**config.mk**
```make
export PLATFORM = sky130hd
export DESIGN_NAME = resp_bus_arbiter
export DESIGN_NICKNAME = d
export VERILOG_FILES = /design/src/rtl/cache_types_pkg.sv /design/src/rtl/resp_bus_arbiter_picker.sv /design/src/rtl/resp_bus_arbiter.sv
export SDC_FILE = /design/constraint.sdc
export NUM_CORES = 1
export LEC_CHECK = 0
export ABC_AREA = 1
export CAP_MARGIN = 40
export CELL_PAD_IN_SITES_DETAIL_PLACEMENT = 2
export CELL_PAD_IN_SITES_GLOBAL_PLACEMENT = 2
export CORE_ASPECT_RATIO = 0.5
export CORE_MARGIN = 2
export CORE_UTILIZATION = 19
export CTS_CLUSTER_SIZE = 14
export DETAILED_ROUTE_END_ITERATION = 7
export HOLD_SLACK_MARGIN = 0.15
export PLACE_DENSITY = 0.83
export SLEW_MARGIN = 5
export SYNTH_ARGS = -nofsm -noshare
export SYNTH_HDL_FRONTEND = slang
export SYNTH_SLANG_ARGS = --single-unit
```
**constraint.sdc**
```tcl
create_clock -name clk -period 2.74 [get_ports clk]
set_clock_uncertainty 0.2 [all_clocks]
set_input_delay 0.274 -clock clk [delete_from_list [all_inputs] [get_ports clk]]
set_output_delay 0.274 -clock clk [all_outputs]
set_load 0.02 [all_outputs]
```
**src/rtl/cache_types_pkg.sv**
```systemverilog
// Shared coherence types: response message format and response-bus arbiter states.
package cache_types;

    // Widest source ID carried in a response message (up to 16 agents).
    localparam int SRC_W  = 4;
    localparam int ADDR_W = 32;

    typedef enum logic [1:0] {
        MMSG_NONE = 2'd0,
        MMSG_DATA = 2'd1,
        MMSG_ACK  = 2'd2,
        MMSG_NACK = 2'd3
    } mmsg_t;

    typedef struct packed {
        logic              valid;
        logic [SRC_W-1:0]  src;
        mmsg_t             mmsg;
        logic [ADDR_W-1:0] addr;
    } resp_msg_t;

    typedef enum logic [1:0] {
        ARB_IDLE  = 2'd0,
        ARB_BCAST = 2'd1,
        ARB_HOLD  = 2'd2
    } arb_state_t;

endpackage

```
**src/rtl/resp_bus_arbiter_picker.sv**
```systemverilog
// Combinational round-robin picker: first set req bit at or after rr_ptr, wrapping.
module rr_priority_picker #(
    parameter int NUM_AGENTS = 4,
    parameter int AGENT_W    = (NUM_AGENTS > 1) ? $clog2(NUM_AGENTS) : 1
) (
    input  logic [NUM_AGENTS-1:0] req,
    input  logic [AGENT_W-1:0]    rr_ptr,
    output logic                  found,
    output logic [AGENT_W-1:0]    winner
);

    // Walk the agents in rotated order; the first hit is the winner.
    always_comb begin
        int idx;
        idx    = 0;
        found  = 1'b0;
        winner = '0;
        for (int i = 0; i < NUM_AGENTS; i++) begin
            idx = int'(rr_ptr) + i;
            if (idx >= NUM_AGENTS) idx = idx - NUM_AGENTS;
            if (!found && req[idx]) begin
                found  = 1'b1;
                winner = AGENT_W'(idx);
            end
        end
    end

endmodule

```
**src/rtl/resp_bus_arbiter.sv**
```systemverilog
// Response bus arbiter: round-robin grant, one-cycle registered broadcast,
// bus held idle while any agent signals busy.
module resp_bus_arbiter
    import cache_types::*;
#(
    parameter int NUM_AGENTS = 4,
    parameter int AGENT_W    = (NUM_AGENTS > 1) ? $clog2(NUM_AGENTS) : 1
) (
    input  logic                             clk,
    input  logic                             rst_n,
    input  logic      [NUM_AGENTS-1:0]       resp_bus_req,
    input  resp_msg_t [NUM_AGENTS-1:0]       resp_bus_tx,
    input  logic      [NUM_AGENTS-1:0]       resp_bus_busy,
    output logic      [NUM_AGENTS-1:0]       resp_bus_gnt,
    output resp_msg_t                        resp_bus_msg
);

    arb_state_t            state_q, state_d;
    logic [AGENT_W-1:0]    rr_ptr_q, rr_ptr_d;
    logic [AGENT_W-1:0]    w_q, w_d;
    resp_msg_t             msg_q, msg_d;
    logic [NUM_AGENTS-1:0] gnt_q, gnt_d;

    logic                  pick_found;
    logic [AGENT_W-1:0]    pick_w;
    logic                  any_busy;

    assign any_busy = |resp_bus_busy;

    rr_priority_picker #(
        .NUM_AGENTS (NUM_AGENTS),
        .AGENT_W    (AGENT_W)
    ) u_picker (
        .req    (resp_bus_req),
        .rr_ptr (rr_ptr_q),
        .found  (pick_found),
        .winner (pick_w)
    );

    // Next state, pointer advance and latching of the winner's message.
    // gnt and msg.valid are set on entry to BCAST and cleared on leaving it,
    // so both outputs come straight from flops.
    always_comb begin
        state_d  = state_q;
        rr_ptr_d = rr_ptr_q;
        w_d      = w_q;
        msg_d    = msg_q;
        gnt_d    = '0;
        unique case (state_q)
            ARB_IDLE: begin
                if (pick_found && !any_busy) begin
                    w_d         = pick_w;
                    msg_d       = resp_bus_tx[pick_w];
                    msg_d.valid = 1'b1;
                    gnt_d       = NUM_AGENTS'(1) << pick_w;
                    state_d     = ARB_BCAST;
                end
            end
            ARB_BCAST: begin
                msg_d.valid = 1'b0;
                rr_ptr_d    = (w_q == AGENT_W'(NUM_AGENTS - 1)) ? '0 : w_q + AGENT_W'(1);
                state_d     = any_busy ? ARB_HOLD : ARB_IDLE;
            end
            ARB_HOLD: begin
                if (!any_busy) state_d = ARB_IDLE;
            end
            default: state_d = ARB_IDLE;
        endcase
    end

    // State and datapath registers; reset drops any in-flight broadcast.
    always_ff @(posedge clk or negedge rst_n) begin
        if (!rst_n) begin
            state_q  <= ARB_IDLE;
            rr_ptr_q <= '0;
            w_q      <= '0;
            msg_q    <= '0;
            gnt_q    <= '0;
        end else begin
            state_q  <= state_d;
            rr_ptr_q <= rr_ptr_d;
            w_q      <= w_d;
            msg_q    <= msg_d;
            gnt_q    <= gnt_d;
        end
    end

    assign resp_bus_gnt = gnt_q;
    assign resp_bus_msg = msg_q;

endmodule

```
* Word level (Yosys, flattened, before mapping)
Cells that the tools add are included. Widths: inputs -> output; s select.
Word-level totals: output and inout bits 43, flip-flop bits (word level) 49, logic and storage cells 80
Cells by class: mux-type cells 35, magnitude comparators 9, reduce and logical (&&, ||, !) cells 14, add/subtract/negate cells 8, equal/unequal tests 5, shifts and indexed selects 1
Operators with widths (number):
- $lt 32x4->1 const B | 4
- $mux 32 | 4
- $ge 32x4->1 const B | 3
- $sub 32x4->32 const B | 3
- $bmux 39 s2 | 1
- $mux 39 | 1
- $mux 38 | 1
- $mux 2 | 8
- $mux 1 | 12
- $bmux 1 s2 | 4
- $mux 4 | 2
- $add 2x2->3 const B | 2
- $pmux 2 s3 | 1
- $reduce_and 2->1 | 3
- $eq 2x2->1 const B | 2
- $logic_and 1x1->1 | 4
- $logic_not 1->1 | 4
- $ne 2x2->1 const B | 2
- $reduce_or 4->1 | 1
- $shl 1x2->4 const A | 1
- $sub 2x3->4 const B | 1
- $add 2x1->3 const B | 1
- $ge 2x3->1 const B | 1
- $lt 2x3->1 const B | 1
- 5 further kinds | 5

* Longest topological paths before layout
Gate-level depths: netlist of the first run.
depth in word-level cells 19, gate-level depth with buffers 16, gate-level depth less buffers 14

* Modules after synthesis
A second synthesis of the first run with hierarchy kept.
Second synthesis, totals: cell total of the unflattened synthesis 712, area, all modules 4088.9 um^2
By module, submodules not included:
- resp_bus_arbiter | times used 1, seq. area each 1226.2 um^2, cells an instance 653, area an instance 3769.9 um^2
- rr_priority_picker | times used 1, seq. area each 0.0 um^2, cells an instance 59, area an instance 319.1 um^2

* Worst setup path before layout of the first run
No wires, ideal clock.
path type register -> register, from register rr_ptr_q[0], to register msg_q, in the netlist resp_bus_msg[33], setup slack 0.746 ns, stages on the path, launching flop included 14, period minus slack after synthesis 1.994 ns, data arrival time 1.670 ns, buffers on the path 4, cells stage by stage dfrtp_1 buf_6 nand2_1 nand3_1 nand2_1 inv_1 nand3_2 buf_6 nand3_4 buf_8 buf_6 or2_1 nand3_1 nand3_1
Between the ends: cells in the longest elaborated chain, start to end 17, elaborated cells on any way between the ends 45, classes of those cells add/sub (7); order compare (4); mux (26); reduce/logical (8)
Ends and longest elaborated chain:
- from (decl) | line resp_bus_arbiter.sv:19 | logic [AGENT_W-1:0] rr_ptr_q, rr_ptr_d;
- from (signal assigned) | line resp_bus_arbiter.sv:81 | rr_ptr_q <= rr_ptr_d;
- branches (longest 17 deep; another with $sub 32x4->32)
- to (signal assigned) | line resp_bus_arbiter.sv:83 | msg_q <= msg_d;
- to (decl) | line resp_bus_arbiter.sv:21 | resp_msg_t msg_q, msg_d;
Several ways; the timed one is not identified. The select of a mux whose other input is x is not followed. A chain may end at the register's enable or synchronous reset.

* Final worst setup path of the first run
from register rr_ptr_q[0], to register msg_q, in the netlist resp_bus_msg[0]
The elaborated chain is that of the path after synthesis.

==> flow_summary.json, run 1 <==
{
  "initialDrtViolationCount": 143,
  "maxCapViolations": 0,
  "status": "finished clean",
  "routed_wirelength_um": 17000,
  "hold_class": "reg2reg",
  "die_w_um": 205,
  "cts.path.max_buffers": 2,
  "viasPerCell": 4.26,
  "cts_buffers": 5,
  "vias": 4637,
  "syn_inst": 630,
  "fin_nets": 989,
  "synth_fa_ha_area_share_pct": 0.324,
  "critical_path_required_ns": 2.76,
  "yosys_warnings": 0,
  "drcViolationCount": 0,
  "ys_seq_area_share_pct": 31.8,
  "cp_max_fo": 31,
  "max_freq_mhz": 405,
  "htreeDepth": 2,
  "final_common_cell": "nand2_1",
  "finalCritPeriodShare_pct": 90.0,
  "worst-r2r-cell-count": 13,
  "path_cells": "buf_4, nand2_1, nand2_1, nand2_1, nand2_1, nor2_2, nand3_2, nand2_1, inv_1, nand2_2, buf_4, nand2_1, nand3_1",
  "power_density_nw_per_um2": 1030,
  "seqPwrFrac_pct": 18.5,
  "utilization_pct": 32.3,
  "grt_max_degree": 55,
  "clk_pin_slew_ns": 0.07,
  "crit_type": "reg2reg",
  "synth_compound_area_share_pct": 0.844,
  "post-route-min-period_ns": 2.47,
  "grt_pass1_wl_um": 27300,
  "most-common-layout-cells": "nand2_1, clkdlybuf4s50_1, nand3_1",
  "path_buf_inv": 3,
  "power_frac_clock_pct": 12.4,
  "grt.total_usage_pct": 16.0,
  "io_buffers": 204,
  "rsz0062_at_grt": "false",
  "syn2layout_area_growth_pct": 64.7,
  "num_rows": 36,
  "slew_violations": 0,
  "whs_endpoint": "resp_bus_msg[37]",
  "p_switching_w": 0.00322,
  "antenna_cells": 0,
  "reg2reg_from": "rr_ptr_q[0]",
  "synth_top_family_by_area": "simple AND/OR/NAND/NOR gates",
  "synthMuxAreaShare_pct": 0,
  "drtPass1Iterations": 4,
  "cts_root_buf": "clkbuf_16",
  "ir_drop_mv": 0.584,
  "swShare_pct": 49.1,
  "dieArea_um2": 21500,
  "clock_sinks": 49,
  "max_stage_delay_ns": 0.44,
  "synth_cell_types": 26,
  "gp_congestion": 0.776,
  "synth.area.top_cells": "dfrtp_1, nand2_1, nand3_1",
  "cp_data_arrival_time_ns": 2.49,
  "cp_slowest_cell": "dfrtp_1",
  "postCtsSetupBuffers": 0,
  "synth_top_area_share_pct": 31.8,
  "synthSimpleGateAreaFrac_pct": 47.9,
  "tns_ns": 0,
  "power.leakage_nw": 3.25,
  "min_from": "resp_bus_msg[37]",
  "start_util_pct": 19.6,
  "die_h_um": 105,
  "wl_per_cell_um": 15.6,
  "clkLatencyLatePin_ns": 0.29,
  "worstSetupEndpointType": "flip-flop",
  "rrSetupSlack_ns": 0.27,
  "min_delay_path_depth": 2,
  "tightest_slew_ns": 0.765,
  "post_cts_resize_count": 0,
  "postRouteAntennaNets": 0,
  "antenna_found_initial": 0,
  "syn-num-nets": 797,
  "coreArea_um2": 19700,
  "path_delay_family": "simple AND/OR/NAND/NOR gates",
  "comb_power_share_pct": 69.1,
  "timing.rr.end": "resp_bus_msg[0]",
  "syn_area_um2": 3860,
  "drive_gt1_share_pct": 5.22,
  "ys_ff_latch": 49,
  "intPower_w": 0.00334,
  "crit_path_start_kind": "flip-flop",
  "final-setup-viol-count": 0,
  "cp_common_cell": "nand2_1",
  "total_power_w": 0.00656,
  "grt_pass1_vias": 5172,
  "synth_largest_area_cell": "dfrtp_1",
  "grt-ovfl-total": 0,
  "synth_xor_area_share_pct": 0,
  "maxSlewHeadroom_pct": 49.0,
  "ios": 209,
  "avgSynthCellArea_um2": 6.12,
  "finalHoldViolations": 0,
  "cts_tree": "built",
  "dp_hpwl_um": 13300
}
cells in the mapped netlist, drive strengths merged:
| library cell | instances |
|---|---|
| a21boi | 1 |
| buf | 33 |
| clkbuf | 3 |
| clkinv | 1 |
| dfrtp | 49 |
| ha | 1 |
| inv | 127 |
| nand2 | 214 |
| nand3 | 143 |
| nor2 | 10 |
| nor3 | 3 |
| nor4 | 1 |
| o21ai | 2 |
| o21bai | 1 |
| o31ai | 1 |
| or2 | 40 |
kinds of logic (layout without fill, tap and decap cells):
| family | Yosys count | count (layout) |
|---|---|---|
| AOI/OAI and AO/OA | 5 | 5 |
| adders and majority gates | 1 | 1 |
| buffers and inverters | 164 | 357 |
| DFF | 49 | 49 |
| and+or+nand+nor | 411 | 411 |
through the flow:
stage	hold WS (ns)	instance area (um2)	instances	worst slack, ns
6_report	0.285	6350	1089	0.274
5_1_grt	0.320	6350	1089	0.00488
4_1_cts	0.291	6350	1089	0.234
3_5_place_dp	0.188	6150	1080	0.109
3_3_place_gp	0.175	6150	1080	0.224
2_1_floorplan	-0.222	3860	630	0.746
what timing repair did:
action                                 4_1_cts  5_1_grt
endpoints found under the hold margin       26        0
setup endpoints to repair                    0        0
hold buffers                                 1        0
worst register-to-register path, delay by kind of cell (launching register included):
family	cells	cell delay (ns)
simple gates	10	1.13
buf+inv	3	0.64
flops	1	0.44
routing by layer:
layer | global-route usage (%) | vias up | part of all wire, %
met1 | 18.9 | 2308 | 42
met5 | 0 | - | 0
met2 | 31.4 | 47 | 56
met3 | 1.53 | 12 | 1.6
li1 | - | 2270 | -
met4 | 2.93 | 0 | 1.2
power groups by stage:
stage                     Clock [W]  Sequential [W]  Combinational [W]
after CTS                  0.000841         0.00122            0.00463
after global routing       0.000878         0.00126            0.00509
after detailed placement          0         0.00122            0.00460
final                      0.000815         0.00121            0.00453
after global placement            0         0.00121            0.00438
after floorplan                   0         0.00152            0.00285
layout make-up:
type / instances / area [um2]
sequential: 49 / 1230
inverter: 128 / 480
clock inverter: 3 / 65.1
multi-input combinational: 417 / 1900
tap: 266 / 333
fill: 2329 / 13300
clock buffer: 5 / 125
timing repair buffer: 221 / 2220
how the worst max path moves through the flow:
stage	from	to	slack, ns	cells past startpoint
3_3_place_gp	resp_bus_req[1]	resp_bus_msg[2]	0.22	14
2_1_floorplan	rr_ptr_q[0]	resp_bus_msg[33]	0.75	13
6_report	rr_ptr_q[0]	resp_bus_msg[0]	0.27	13
4_1_cts	rr_ptr_q[0]	resp_bus_msg[0]	0.23	12
3_5_place_dp	resp_bus_req[1]	resp_bus_msg[2]	0.11	14
5_1_grt	rr_ptr_q[0]	resp_bus_msg[0]	0.005	12
registers in the layout, summed over array words and instances (netlist names):
name	flops
resp_bus_gnt	4
resp_bus_msg	39
rr_ptr_q	2
state_q	2
w_q	2
Power figures use the tool's default switching activity.
==> run 2: changes to the inputs <==
- PLACE_DENSITY: 0.83 -> default
- PLACE_DENSITY_LB_ADDON: default -> 0.3
- SLEW_MARGIN: 5 -> 20
==> flow_summary.json, run 2 (synthesized netlist as in run 1, its figures left out) <==
{
  "reg2reg_from": "rr_ptr_q[0]",
  "slew_violations": 0,
  "coreArea_um2": 19700,
  "dp_hpwl_um": 12500,
  "routed_wirelength_um": 16300,
  "drive_gt1_share_pct": 5.45,
  "fin_area_um2": 6340,
  "finalCritPeriodShare_pct": 87.5,
  "grt.total_usage_pct": 15.6,
  "most-common-layout-cells": "nand2_1, clkdlybuf4s50_1, nand3_1",
  "worstSetupEndpointType": "flip-flop",
  "ios": 209,
  "clkLatencyLatePin_ns": 0.30,
  "viasPerCell": 4.14,
  "dieArea_um2": 21500,
  "vias": 4521,
  "endpoint": "resp_bus_msg[28]",
  "comb_power_share_pct": 71.3,
  "crit_type": "reg2reg",
  "cts_root_buf": "clkbuf_16",
  "power_density_nw_per_um2": 1020,
  "placed_area_um2": 6180,
  "grt_pass1_vias": 4964,
  "cts_buffers": 5,
  "hold_class": "in2async",
  "cp_max_fo": 65,
  "cts.path.max_buffers": 2,
  "postRouteAntennaNets": 0,
  "critical_path_required_ns": 2.73,
  "clk_pin_slew_ns": 0.08,
  "drcViolationCount": 0,
  "final-setup-viol-count": 0,
  "drtPass1Iterations": 4,
  "io_buffers": 204,
  "gp_congestion": 0.747,
  "p_switching_w": 0.00327,
  "cts_tree": "built",
  "wl_per_cell_um": 15.0,
  "syn2layout_area_growth_pct": 64.3,
  "power.leakage_nw": 3.24,
  "finalHoldViolations": 0,
  "grt_pass1_wl_um": 26600,
  "grt_max_degree": 66,
  "post-route-min-period_ns": 2.40,
  "intPower_w": 0.00322,
  "startpoint": "rr_ptr_q[0]",
  "clock_sinks": 49,
  "max_freq_mhz": 417,
  "initialDrtViolationCount": 105,
  "start_util_pct": 19.6,
  "power_frac_clock_pct": 10.0,
  "crit_path_start_kind": "flip-flop",
  "tightest_slew_ns": 0.586,
  "ir_drop_mv": 0.407,
  "largest_reg_flops": 39,
  "maxCapViolations": 0,
  "swShare_pct": 50.4,
  "htreeDepth": 2,
  "maxSlewHeadroom_pct": 60.6,
  "cp_data_arrival_time_ns": 2.39,
  "tns_ns": 0,
  "worst-r2r-cell-count": 12,
  "seqPwrFrac_pct": 18.7,
  "final_common_cell": "nand2_1",
  "grt-ovfl-total": 0,
  "rsz0062_at_grt": "false",
  "die_h_um": 105,
  "antenna_found_initial": 0,
  "fin_nets": 992,
  "timing.rr.end": "resp_bus_msg[28]",
  "num_rows": 36,
  "hold_slack_ns": 0.280,
  "rrSetupSlack_ns": 0.34,
  "die_w_um": 205,
  "antenna_cells": 0,
  "status": "finished clean"
}
run 2: through the flow:
stage	cells	power (W)	worst slack, ns	utilization, %
after floorplan	630	0.00437	0.746	-
after CTS	1091	0.00668	0.295	32.2
after global routing	1091	0.00722	0.0792	32.2
after detailed placement	1083	0.00596	0.207	31.4
final	1091	0.00649	0.341	32.2
after global placement	1083	0.00583	0.269	31.4
run 2: what timing repair did:
action | 4_1_cts | 5_1_grt
buffers inserted | 0 | 0
hold buffers | 1 | 0
gates resized for setup | 0 | 0
endpoints found under the hold margin | 19 | 0
run 2: critical path, stage by stage (launching register included):
cell and delay (ns):
dfrtp_1 0.47, inv_2 0.21, nand2_1 0.10, nand3_1 0.08, nand2_1 0.10, nand2_1 0.13
nand2_1 0.08, nand2_1 0.11, nand3_4 0.11, buf_12 0.19, or2_2 0.31, nand3_1 0.07
nand3_1 0.07
run 2: cell type report:
class / count / area (um2)
fill: 2341 / 13300
timing repair buffer: 224 / 2250
multi-input combinational: 417 / 1900
sequential: 49 / 1230
inverter: 128 / 480
tap: 266 / 333
clock buffer: 5 / 125
clock inverter: 2 / 16.3
run 2: worst min path at each step:
stage | endpoint | cells after the start | start
6_report | resp_bus_msg[26] | 2 | rst_n
5_1_grt | resp_bus_msg[27] | 2 | resp_bus_msg[27]
4_1_cts | resp_bus_msg[27] | 2 | resp_bus_msg[27]
3_5_place_dp | resp_bus_msg[20] | 1 | rst_n
3_3_place_gp | resp_bus_msg[26] | 1 | rst_n
2_1_floorplan | resp_bus_gnt[0] | 0 | rst_n
run 2: per-layer routing:
| metal | track usage [%] | share of wire (%) | up-vias |
|---|---|---|---|
| li1 | - | - | 2277 |
| met1 | 19.4 | 45 | 2162 |
| met2 | 28.1 | 50 | 76 |
| met3 | 3.24 | 4.7 | 6 |
| met4 | 1.95 | 0.45 | 0 |
| met5 | 0 | 0 | - |
run 2: power by group through the flow:
stage | Sequential (W) | Combinational, W | Clock [W]
3_3_place_gp | 0.00122 | 0.00462 | 0
4_1_cts | 0.00122 | 0.00477 | 0.000690
5_1_grt | 0.00126 | 0.00525 | 0.000718
3_5_place_dp | 0.00123 | 0.00473 | 0
2_1_floorplan | 0.00152 | 0.00285 | 0
6_report | 0.00121 | 0.00463 | 0.000650
==> run 3: changes to the inputs <==
- CORE_UTILIZATION: 19 -> 17
- clock period: 2.74 -> 2.1 ns (I/O delays scaled with it)
==> flow_summary.json, run 3 (synthesized netlist as in run 1, its figures left out) <==
{
  "power_density_nw_per_um2": 1670,
  "largest_reg_flops": 39,
  "swShare_pct": 46.7,
  "cp_max_fo": 6,
  "cp_data_arrival_time_ns": 2.41,
  "antenna_cells": 0,
  "drtPass1Iterations": 4,
  "htreeDepth": 2,
  "crit_path_start_kind": "flip-flop",
  "cts_tree": "built",
  "pre_cts_ws_ns": -0.377,
  "wl_met3_um": 648,
  "grt_max_degree": 50,
  "route.layer.met1.wl_um": 9100,
  "cts_root_buf": "clkbuf_16",
  "utilization_pct": 34.4,
  "p_switching_w": 0.00589,
  "die_w_um": 217,
  "finalCritPeriodShare_pct": 115,
  "finalWorstSetupSlack_ns": -0.324,
  "final-setup-viol-count": 46,
  "seqPwrFrac_pct": 12.8,
  "routed_wirelength_um": 20300,
  "route.met2.wl_um": 10300,
  "violations": "negative setup slack",
  "status": "finished with violations",
  "viasPerCell": 4.20,
  "drcViolationCount": 0,
  "dp_hpwl_um": 13400,
  "initialDrtViolationCount": 135,
  "fill_cells": 2532,
  "wl_per_cell_um": 17.2,
  "antenna_found_initial": 0,
  "regArea_um2": 1230,
  "multi_input_area_um2": 2290,
  "ir_drop_mv": 0.566,
  "die_h_um": 111,
  "power_frac_clock_pct": 7.1,
  "final_common_cell": "clkdlybuf4s50_1",
  "grt_pass1_vias": 5459,
  "grt-ovfl-total": 0,
  "maxSlewHeadroom_pct": 70.1,
  "highest_layer": "met4",
  "most-common-layout-cells": "clkdlybuf4s50_1, nand2_1, inv_1",
  "num_rows": 38,
  "critical_path_required_ns": 2.09,
  "crit_type": "reg2reg",
  "rsz0062_at_grt": "true",
  "grt_pass1_wl_um": 29700,
  "vias": 4951,
  "post-route-min-period_ns": 2.42,
  "clk_pin_slew_ns": 0.08,
  "intPower_w": 0.00674,
  "start_util_pct": 17.6,
  "maxCapViolations": 0,
  "max_freq_mhz": 413,
  "clkLatencyLatePin_ns": 0.30,
  "io_buffers": 204,
  "cts.path.max_buffers": 2,
  "clock_sinks": 49,
  "tightest_slew_ns": 0.444,
  "dieArea_um2": 24000,
  "grt.total_usage_pct": 15.5,
  "cts_buffers": 5,
  "slew_violations": 0,
  "power.leakage_nw": 3.76,
  "ios": 209,
  "fin_nets": 1045,
  "drive_gt1_share_pct": 18.5,
  "postRouteAntennaNets": 0,
  "coreArea_um2": 22000,
  "comb_power_share_pct": 80.2,
  "syn2layout_area_growth_pct": 95.7,
  "finalHoldViolations": 0,
  "worstSetupEndpointType": "flip-flop",
  "hold_class": "in2async",
  "gp_congestion": 0.764
}
==> run 3: power groups by stage <==
stage	logic (W)	registers [W]	clock network (W)
CTS	0.00856	0.00161	0.000945
global placement	0.00623	0.00161	0
detailed placement	0.00642	0.00162	0
floorplan	0.00372	0.00199	0
finish	0.0101	0.00161	0.000896
global route	0.0109	0.00167	0.000981
==> run 3: per-stage QoR <==
stage / TNS [ns] / total power, W / hold slack (ns) / instance area [um2] / cells
final: -10.11 / 0.0126 / 0.213 / 7550 / 1179
after global routing: -16.05 / 0.0136 / 0.248 / 7550 / 1179
after CTS: -4.00 / 0.0111 / 0.246 / 7060 / 1161
after detailed placement: -14.09 / 0.00803 / 0.0296 / 6340 / 1131
after global placement: -11.44 / 0.00783 / 0.0345 / 6340 / 1131
after floorplan: 0 / 0.00570 / -0.286 / 3860 / 630
==> run 3: metal layers <==
metal  vias up  GRT usage, %
met1      2457          19.1
met3        10          2.51
met5         -             0
met4         0          2.28
met2        89          28.8
li1       2395             -
==> run 3: layout make-up <==
| cell class | instances | share of cell area, % |
|---|---|---|
| Clock inverter | 2 | 0.232 |
| Tap cell | 300 | 4.97 |
| Multi-Input combinational cell | 417 | 30.3 |
| Clock buffer | 6 | 1.84 |
| Sequential cell | 49 | 16.3 |
| Timing Repair inverter | 1 | 0.0829 |
| Timing Repair Buffer | 276 | 39.8 |
| Inverter | 128 | 6.53 |
==> run 3: final timing paths <==
path                                       start                to  slack, ns  depth (start not counted)
worst max register to register       rr_ptr_q[0]  resp_bus_msg[14]      -0.32                         15
min in group clk                resp_bus_msg[19]  resp_bus_msg[19]       0.29                          2
worst min-delay path                       rst_n  resp_bus_msg[16]       0.21                          3
worst min register to register  resp_bus_msg[19]  resp_bus_msg[19]       0.29                          2
max in group asynchronous                  rst_n       rr_ptr_q[0]       1.18                          3
worst max-delay path                 rr_ptr_q[0]  resp_bus_msg[14]      -0.32                         15
==> run 3: what timing repair did <==
| action | in CTS | in global routing |
|---|---|---|
| gates resized for setup | 76 | 75 |
| setup endpoints to repair | 46 | 46 |
| hold buffers | 1 | 0 |
| hold endpoints to repair | 49 | 0 |
| setup buffers | 13 | 15 |
| pin swaps | 12 | 14 |
| cloned | 8 | 6 |
==> run 3: critical path, cell delays in order (launching register included) <==
cell and delay [ns]:
dfrtp_2 0.49, buf_6 0.17, nand2_4 0.06, nand2_4 0.08, nand2_4 0.10, nand2_4 0.06, nand2_4 0.09, nand2_4 0.08
nand2_4 0.07, nand3_4 0.13, buf_8 0.18, buf_6 0.11, buf_6 0.12, or2_0 0.19, nand3_1 0.09, nand3_2 0.07
